===== src/rtl/dmem_access_stage.sv =====
// Memory-access stage of the rv32i pipeline: word loads/stores over a req/ack bus,
// front-of-pipe stall while the bus is busy, and the MEM/WB pipeline register.
module dmem_access_stage #(
  parameter int DPW     = 32,
  parameter int ADW     = 5,
  parameter int TIMEOUT = 16
) (
  input  logic           clk,
  input  logic           arst_n,
  input  logic           regwriteM,
  input  logic           resultsrcM,
  input  logic           memwriteM,
  input  logic [DPW-1:0] aluresultM,
  input  logic [DPW-1:0] Rd2M,
  input  logic [ADW-1:0] RdM,
  output logic           dmem_req_o,
  output logic           dmem_we_o,
  output logic [DPW-1:0] dmem_addr_o,
  output logic [DPW-1:0] dmem_wdata_o,
  output logic [3:0]     dmem_be_o,
  input  logic           dmem_ack_i,
  input  logic [DPW-1:0] dmem_rdata_i,
  output logic           stallM_o,
  output logic           regwriteW,
  output logic [ADW-1:0] RdW,
  output logic [DPW-1:0] resultW,
  output logic           bus_err_o
);

  localparam int CW = (TIMEOUT < 1) ? 1 : $clog2(TIMEOUT + 1);

  typedef enum logic {IDLE, WAIT} state_t;

  state_t        state_q, state_d;
  logic [CW-1:0] cnt_q, cnt_d;
  logic          memop, misal, timeout;
  logic          req, err, stall;

  assign memop   = resultsrcM | memwriteM;
  assign misal   = memop & (aluresultM[1:0] != 2'b00);
  assign timeout = (state_q == WAIT) && (cnt_q == CW'(TIMEOUT));

  always_ff @(posedge clk or negedge arst_n) begin
    if (!arst_n) begin
      state_q <= IDLE;
      cnt_q   <= '0;
    end else begin
      state_q <= state_d;
      cnt_q   <= cnt_d;
    end
  end

  always_comb begin
    state_d = state_q;
    cnt_d   = cnt_q;
    case (state_q)
      IDLE: begin
        if (memop && !misal && !dmem_ack_i) begin
          state_d = WAIT;
          cnt_d   = CW'(1);
        end
      end
      WAIT: begin
        if (dmem_ack_i || timeout) begin
          state_d = IDLE;
          cnt_d   = '0;
        end else begin
          cnt_d = cnt_q + CW'(1);
        end
      end
      default: begin
        state_d = IDLE;
        cnt_d   = '0;
      end
    endcase
  end

  // Bus outputs are gated by arst_n so an in-flight request drops the moment
  // reset asserts, not at the next edge; ack checked before timeout so it wins.
  always_comb begin
    req   = 1'b0;
    err   = 1'b0;
    stall = 1'b0;
    if (arst_n) begin
      case (state_q)
        IDLE: begin
          if (memop) begin
            if (misal) begin
              err = 1'b1;
            end else begin
              req   = 1'b1;
              stall = !dmem_ack_i;
            end
          end
        end
        WAIT: begin
          if (dmem_ack_i) begin
            req = 1'b1;
          end else if (timeout) begin
            err = 1'b1;
          end else begin
            req   = 1'b1;
            stall = 1'b1;
          end
        end
        default: ;
      endcase
    end
  end

  assign dmem_req_o   = req;
  assign dmem_we_o    = req & memwriteM;
  assign dmem_addr_o  = aluresultM;
  assign dmem_wdata_o = Rd2M;
  assign dmem_be_o    = req ? 4'hF : 4'h0;
  assign stallM_o     = stall;
  assign bus_err_o    = err;

  // Stall cycles retire a bubble so each instruction writes back exactly once.
  always_ff @(posedge clk or negedge arst_n) begin
    if (!arst_n) begin
      regwriteW <= 1'b0;
      RdW       <= '0;
      resultW   <= '0;
    end else if (stall) begin
      regwriteW <= 1'b0;
    end else begin
      regwriteW <= regwriteM & !err;
      RdW       <= RdM;
      resultW   <= resultsrcM ? dmem_rdata_i : aluresultM;
    end
  end

endmodule


===== config.mk =====
export PLATFORM = sky130hd
export DESIGN_NAME = dmem_access_stage
export DESIGN_NICKNAME = d
export VERILOG_FILES = /design/src/rtl/dmem_access_stage.sv
export SDC_FILE = /design/constraint.sdc
export NUM_CORES = 1
export LEC_CHECK = 0
export ABC_AREA = 0
export CAP_MARGIN = 15
export CORE_ASPECT_RATIO = 0.7
export CORE_MARGIN = 2
export CORE_UTILIZATION = 37
export DETAILED_ROUTE_END_ITERATION = 10
export GPL_ROUTABILITY_DRIVEN = 0
export PLACE_DENSITY = 0.88
export SLEW_MARGIN = 10
export SYNTH_ARGS = -nofsm -noshare
export SYNTH_HDL_FRONTEND = slang
export SYNTH_SLANG_ARGS = --single-unit

===== constraint.sdc =====
create_clock -name clk -period 2.6 [get_ports clk]
set_input_delay 0.26 -clock clk [delete_from_list [all_inputs] [get_ports clk]]
set_output_delay 0.26 -clock clk [all_outputs]
set_load 0.1 [all_outputs]

# After elaboration in Yosys (flattened, before gate mapping)
# Index checks and enable logic that the tools add are counted.
[classes] eq_ne=2 add_sub_neg=1 reduce_logical=8 muxes=26 bitwise=5
[ops] cell="2-to-1 mux 32 bit" count=1
[ops] cell="2-to-1 mux 1 bit" count=17
[ops] cell="2-to-1 mux 5 bit" count=2
[ops] cell="one-hot mux 5 bit (2 select lines)" count=1
[ops] cell="one-hot mux 1 bit (2 select lines)" count=4
[ops] cell="adder 5 x 1 -> 5 bit (second input constant)" count=1
[ops] cell="equality test 5 bit (second input constant)" count=1
[ops] cell="2-to-1 mux 4 bit" count=1
[ops] cell="AND 1 bit" count=3
[ops] cell="logical AND 1 bit" count=3
[ops] cell="logical NOT 1 bit" count=3
[ops] cell="inequality test 2 bit (second input constant)" count=1
[ops] cell="nonzero test 2 bit" count=1
[ops] cell="logical OR 1 bit" count=1
[ops] cell="inverter 1 bit" count=1
[ops] cell="bitwise OR 1 bit" count=1
[totals] wordCells=47 regBits=44 inputBits=107

# Depth between registers and ports, before layout
# Gate-level depths: netlist (run 1).
[logic_depth] word_depth=9 depth_mapped=8

# Worst setup path after synthesis (run 1)
# Ideal clock, no wire load.
[synth_timing] kind="register -> output" start="reg cnt_q[0]" end="out dmem_be_o[0]" t_arrival_ps=2897 n_path_buf=1 t_required_ps=2340 slack_ps=-557 path_stages_with_launch=8 cell_sequence="dfrtp_1 -> inv_1 -> ha_1 -> and4bb_2 -> nand3_1 -> nand2_1 -> nor2_1 -> buf_4"
[synth_via] elab_chain_len=7
[synth_lines] element="start, declared" line="35" source="logic [CW-1:0] cnt_q, cnt_d;"
[synth_lines] element="start signal, assigned" line="49" source="cnt_q <= cnt_d;"
[synth_lines] element="equality test 5 bit" line="41" source="assign timeout = (state_q == WAIT) && (cnt_q == CW'(TIMEOUT));"
[synth_lines] element="logical AND 1 bit" line="41"
[synth_lines] element="2-to-1 mux 1 bit" line="99" source="end else if (timeout) begin"
[synth_lines] element="2-to-1 mux 1 bit" line="97" source="if (dmem_ack_i) begin"
[synth_lines] element="one-hot mux 1 bit (2 select lines)" line="85" source="case (state_q)"
[synth_lines] element="2-to-1 mux 1 bit" line="84" source="if (arst_n) begin"
[synth_lines] element="net dmem_req_o" line="16" source="output logic dmem_req_o,"
[synth_lines] element="2-to-1 mux 4 bit" line="115" source="assign dmem_be_o = req ? 4'hF : 4'h0;"
[synth_lines] element="end, declared" line="20" source="output logic [3:0] dmem_be_o,"
# The timed path passes the listed nets, and every way through them passes these cells.

# Worst setup path in the final report (run 1)
[layout_timing] start="reg cnt_q[0]" end="out dmem_be_o[1]"
[layout_via] elab_chain_len=7
[layout_lines] element="equality test 5 bit" line="41"
[layout_lines] element="logical AND 1 bit" line="41"
[layout_lines] element="2-to-1 mux 1 bit" line="99"
[layout_lines] element="2-to-1 mux 1 bit" line="97"
[layout_lines] element="one-hot mux 1 bit (2 select lines)" line="85"
[layout_lines] element="2-to-1 mux 1 bit" line="84"
[layout_lines] element="2-to-1 mux 4 bit" line="115"
# Every way passes these cells.

==> results of run 1 <==
sequential cells by signal, indices dropped and copies added, names as in the netlist:
register and count:
resultW 32, state_q 1, regwriteW 1, RdW 5, cnt_q 5
final cells by class:
| cell class | instances | area, µm² |
|---|---|---|
| well taps | 98 | 122.6 |
| fillers | 622 | 3366 |
| flip-flops and latches | 44 | 1101 |
| multi-input cells | 110 | 1116 |
| inverters | 4 | 15.01 |
| repair buffers | 159 | 1476 |
| clock buffers | 8 | 90.09 |
worst max-delay path by stage:
| stage | startpoint | to | cells after the start |
|---|---|---|---|
| after CTS | cnt_q[0] | dmem_be_o[1] | 7 |
| after floorplan | cnt_q[0] | dmem_we_o | 6 |
| final | cnt_q[0] | dmem_be_o[1] | 7 |
| after global routing | cnt_q[0] | stallM_o | 8 |
| after detailed placement | aluresultM[1] | stallM_o | 7 |
| after global placement | aluresultM[1] | stallM_o | 7 |
metal layers:
layer / global-route usage, % / up-vias / routed length (µm)
met5: 0 / - / 0
met4: 5.513 / 0 / 114
met1: 17.88 / 922 / 2493
met3: 6.463 / 17 / 681
li1: - / 906 / -
met2: 26.79 / 108 / 3245
critical path, delay by kind of cell, from the launching register on:
family        cells  cell delay [ps]
fa+ha+maj         1              200
buf+inv           2              300
flops             1              410
simple gates      4              820
report_power, final:
| part | internal (µW) | total [µW] | switching (µW) |
|---|---|---|---|
| clock network | 217 | 438 | 221 |
| logic | 358 | 1190 | 836 |
| registers | 751 | 797 | 45.7 |
| total | 1330 | 2430 | 1100 |
per-stage QoR:
| step | instances | setup WS, ps | cell area (µm²) | total power (µW) |
|---|---|---|---|---|
| 4_1_cts | 423 | 278.0 | 3921 | 2458 |
| 2_1_floorplan | 234 | 15.50 | 2798 | 1929 |
| 6_report | 423 | 310.3 | 3921 | 2428 |
| 5_1_grt | 423 | 182.5 | 3921 | 2537 |
| 3_3_place_gp | 414 | 432.2 | 3821 | 1995 |
| 3_5_place_dp | 414 | 385.5 | 3821 | 2010 |
cell usage in the layout (no fill, tap or decap), types with 3 or more instances in the layout:
cell type / netlist / layout
a31oi_1: 3 / 3
inv_1: 4 / 4
dfrtp_1: 44 / 44
clkdlybuf4s50_1: 0 / 73
nor2_1: 6 / 5
buf_12: 0 / 8
nand3_1: 3 / 3
o21ai_0: 5 / 5
mux2_2: 50 / 50
mux2_4: 19 / 19
buf_4: 68 / 76
clkbuf_8: 0 / 6
nand2_1: 6 / 6
cell families (layout without fill, tap and decap cells):
group	count (synthesis)	after routing	share of synthesized area, %
DFF	44	44	39.46
buffers and inverters	80	171	20.81
adders and majority gates	2	2	0.8967
AOI/OAI and AO/OA	13	13	3.543
muxes	69	69	30.40
and+or+nand+nor	25	25	4.574
xor gates and xnor gates	1	1	0.3140
==> results.md, run 1 <==
* Req. time, crit path at 2340 ps
* Inserted Diodes at 0
* Die height at between 70 and 80 µm
* Top cell type's share of synthesized area at between 30% and 40%
* DRT iter0 DRCs at between 40 and 50
* Via count at 1953
* FF-to-FF Start: cnt_q[0]
* Vias in the first global route at ~2k
* Worst-Skew Late Latency at approximately 290 ps
* Postcts setup bufs at 0
* Slowest CP cell: dfrtp_1
* Hold slack at 431.0 ps
* Post-DR wirelength/cell at around 15 µm
* Post-synthesis net count at about 340
* CP cell instances: inv_1 > ha_1 > and4bb_2 > nand3_1 > nand2_1 > nor2_4 > buf_12
* Hold crit path type: in -> async
* Largest net degree at the start of global routing at 31
* Max IR drop VDD at 0.0003210 V
* RSZ-0062 raised after global routing: false
* Total congestion overflow at 0
* Post-synth ARST share at 100.0%
* Setup-failing EPs final at 0
* Clk pin slew, worst setup/hold paths at around 80 ps
* Drt pass-1 iters at 4
* Post-synth top cells: buf_4, mux2_2, dfrtp_1
* Hold buffers post-CTS at 1
* IO Port Bufs at 152
* # resized after CTS at 0
* Final #Nets at roughly 430
* Syn Area/Cell at ~12 µm²
* PwrDens at 619.2 nW/µm²
* Tmin final at 2290 ps
* Post-route DRC at 0
* Pleak at between 0.0015 and 0.002 µW
* Area growth, synth to finish at 40.54%
* H-Tree Depth at 2
* Post-synth EDFFs at 0
* Core area at 7287 µm²
* Max Root-Sink Buffers at 2
* Antenna viol nets, final at 0
* Num CTS Buffers at 5
* Ranking of synthesized cells by area: dfrtp_1, mux2_2, buf_4
* Top-count cell post-synth: buf_4
* Fmax achieved at around 440 MHz
* Detailed placement HPWL at approximately 5200 µm
* Post-synthesis sequential area ratio at a little under 40%
* Primary FF master, synth: dfrtp_1
* TritonCTS clock tree: yes
* Final Util at 53.81%
* CP Capture Type: primary output
* Reg2Reg Depth at 7
* Yosys reg bits at 44
* Antenna violations before repair at 0
* Global-route usage over all layers at between 10% and 20%
* Status: finished, final reports clean
* Critical path's largest stage delay at between 400 and 500 ps
* Reg-to-reg slack, setup at a little under 600 ps
* Die Wd at roughly 110 µm
* Max-cap viol count at 0
* Mapped Cells at 234
* Die ar. at approximately 8300 µm²
* Slew Limit Fails at 0
* Netlist cell types at 28
* Routed wire length at approximately 6500 µm
* Final-report hold violation count at 0
* Starting Density at a little under two fifths
* Final Skew at between 5 and 6 ps
* Worst path arrival time at between 2000 and 2500 ps
* Synth warn at 0
* Critical path class: reg -> out
* Synth area leader: dfrtp_1
* Period Utilization, post-route at roughly nine tenths
* Cell Area, Synth at 2790 µm²
* # rows at 26
* Slew @ Worst Pin at around 430 ps
* Startpoint Class: register
* IO Pins at 217
* Setup TNS at 0 ps
* Slew HR at 71.44%
* Root Buffer: clkbuf_8
* Via density per instance at around 4.6
* Worst R2R End: resultW[15]
* Sink Count at 44
* Global-route wire length before repair at just over 10000 µm
* CP max FO at 5
* Fraction of layout cells with a size suffix above 1 at a little over 50%
(Power assumes the default switching activity.)
==> inputs of run 2 (changes only) <==
--- a/config.mk
+++ b/config.mk
@@ -5,7 +5,7 @@
 export SDC_FILE = /design/constraint.sdc
 export NUM_CORES = 1
 export LEC_CHECK = 0
-export ABC_AREA = 0
+export ABC_AREA = 1
 export CAP_MARGIN = 15
 export CORE_ASPECT_RATIO = 0.7
 export CORE_MARGIN = 2
==> run 2 against run 1 <==
Utilization is 0.58 points lower. Combinational power hardly changed. Wire length is 14% higher. Sequential power is 1% higher. Non-clock buffer count stayed put. Hold slack worse by 410 ps. First-iteration DRC count grew to 3.1 times the previous value. Sequential cell count stayed put. Design area is 0.19% lower. Largest cell class unchanged. Synthesized cell count is 69% higher. Highest routed layer unchanged.
==> results.md, run 2 <==
* Detailed placement HPWL at roughly 5700 µm
* Top reg by flops: resultW
* Final #Nets at 584
* DRT iter0 DRCs at ~130
* Root Buffer: clkbuf_8
* Cell Area, Synth at 2821 µm²
* Global-route wire length before repair at ~11000 µm
* Final-report hold violation count at 0
* Via density per instance at between 4 and 5
* Post-synthesis xor/xnor area fraction at 0%
* Slew @ Worst Pin at 566.5 ps
* Mapped Cells at approximately 400
* Max Root-Sink Buffers at 2
* Cell family with most CP delay: simple AND/OR/NAND/NOR gates
* Hold buffers post-CTS at 0
* Biggest regs: resultW (32), RdW (5), cnt_q (5)
* RSZ-0062 raised after global routing: false
* Die height at between 70 and 80 µm
* Switch share at 46.63%
* Syn Area/Cell at ~7.1 µm²
* Setup TNS at 0 ps
* Synth warn at 0
* CP max FO at 5
* Final instance area at between 3000 and 4000 µm²
* Via count at roughly 2.7k
* Area growth, synth to finish at 38.71%
* Critical path's largest stage delay at 470 ps
* Antenna violations before repair at 0
* CP most frequent cell: inv_1
* Clk pwr share at 20.0%
* Sink Count at 44
* Pleak at about 0.0021 µW
* P_int at 1343 µW
* Antenna viol nets, final at 0
* Post-synthesis sequential area ratio at 39.02%
* Final Skew at between 10 and 15 ps
* Routed wire length at 7439 µm
* Top cell type's share of synthesized area at between 30% and 40%
* Yosys reg bits at between 40 and 50
* Commonest non-fill, non-tap cells in the layout: nand2_1, buf_4, clkdlybuf4s50_1
* Post-synthesis net count at slightly above 500
* Max-cap viol count at 0
* Sequential share of power at 32.1%
* Largest net degree at the start of global routing at 47
* Hold crit path type: in -> async
* PwrDens at between 600 and 700 nW/µm²
* Max reg flops at 32
* Synth Area in Compound Gates at 1.463%
* Synth area leader: dfrtp_1
* Post-synth top cells: nand2_1, buf_4, nand3_1
* Commonest non-fill, non-tap cell in the layout: nand2_1
* Critical path class: reg -> out
* Worst-Skew Late Latency at approximately 290 ps
* # rows at 26
* Startpoint Class: register
* Inserted Diodes at 0
* Worst path arrival time at slightly above 2000 ps
* Slew Limit Fails at 0
* # resized after CTS at 0
* Main combinational cell family by area after synthesis: simple AND/OR/NAND/NOR gates
* Ranking of synthesized cells by area: dfrtp_1, nand2_1, buf_4
* Logic pwr share at 48.0%
* Max IR drop VDD at 0.0003452 V
* Global-route usage over all layers at between 15 and 20%
* Adder-cell area share of the yosys netlist at less than 1%
* Netlist cell types at 21
* Place WS at 474.4 ps
* Die Wd at about 110 µm
* Setup-failing EPs final at 0
* Synth Area in Simple Gates at between 30% and 40%
* Core area at approximately 7400 µm²
* Num CTS Buffers at 5
* H-Tree Depth at 2
* Crit path buf inv count at 3
* Post-synth EDFFs at 0
* Sw power at between 1000 and 1500 µW
* Slowest CP cell: nor2_2
* Top-count cell post-synth: nand2_1
* Final worst setup slack at between 300 and 400 ps
* Post-synth ARST share at between 90% and 100%
* Post-route DRC at 0
* Total congestion overflow at 0
* Hold slack at 19.85 ps
* Drt pass-1 iters at 4
* Postcts setup bufs at 0
* Primary FF master, synth: dfrtp_1
* Fmax achieved at roughly 440 MHz
* Post-synthesis mux area share at 0%
* Die ar. at approximately 8400 µm²
* Fraction of layout cells with a size suffix above 1 at 20.59%
* Placed inst area at about 3800 µm²
* Vias in the first global route at between 2k and 3k
* Status: finished, final reports clean
* CP cell instances: inv_1 > ha_1 > nand2_1 > nor2_1 > nand3_1 > inv_1 > nor2_2 > buf_12
* Period Utilization, post-route at between 80% and 90%
* IO Port Bufs at ~150
* Clk pin slew, worst setup/hold paths at roughly 90 ps
* Slew HR at ~62%
* Req. time, crit path at between 2000 and 2500 ps
* Post-DR wirelength/cell at 12.96 µm
* TritonCTS clock tree: yes
* IO Pins at 217
* Design Power at approximately 2500 µW
* Starting Density at roughly two fifths
* Tmin final at between 2000 and 2500 ps
* CP Capture Type: primary output
==> run 2: final timing paths <==
path | slack [ps] | cells after the start | start | end
setup reg to reg | 920 | 9 | cnt_q[0] | resultW[16]
hold reg to reg | 510 | 2 | resultW[21] | resultW[21]
hold / removal | 20 | 2 | arst_n | resultW[1]
max in group asynchronous | 2200 | 2 | arst_n | resultW[12]
setup / recovery | 320 | 8 | cnt_q[0] | dmem_be_o[1]
min in group clk | 510 | 3 | RdM[2] | RdW[2]
==> run 2: cell type report <==
cell class	count	area, µm²
timing repair buffer	159	1476
sequential	44	1101
clock inverter	2	35.03
multi-input combinational	254	1065
inverter	11	41.29
fill	686	3438
tap	98	122.6
clock buffer	6	72.57
==> run 2: logic make-up after synthesis <==
group	Yosys count
adders and majority gates	2
and+or+nand+nor	245
DFF	44
buffers and inverters	98
AOI/OAI and AO/OA	7
==> run 2: metrics by stage <==
| stage | utilization [%] | cells |
|---|---|---|
| 6_report | 53.23 | 574 |
| 3_3_place_gp | 51.77 | 566 |
| 2_1_floorplan | - | 396 |
| 3_5_place_dp | 51.77 | 566 |
| 5_1_grt | 53.23 | 574 |
| 4_1_cts | 53.23 | 574 |
==> run 2: metal layers <==
metal / part of all wire [%] / track usage, % / up-vias
li1: - / - / 1320
met1: 42 / 20.18 / 1213
met2: 48 / 30.63 / 141
met3: 9.5 / 5.272 / 6
met4: 0.62 / 3.333 / 0
met5: 0 / 0 / -
==> run 2: power groups by stage <==
stage / clock (µW) / combinational [µW] / sequential [µW]
6_report: 503 / 1210 / 807
5_1_grt: 553 / 1260 / 818
4_1_cts: 525 / 1210 / 806
3_5_place_dp: 0 / 1210 / 816
3_3_place_gp: 0 / 1200 / 814
2_1_floorplan: 0 / 704 / 1240
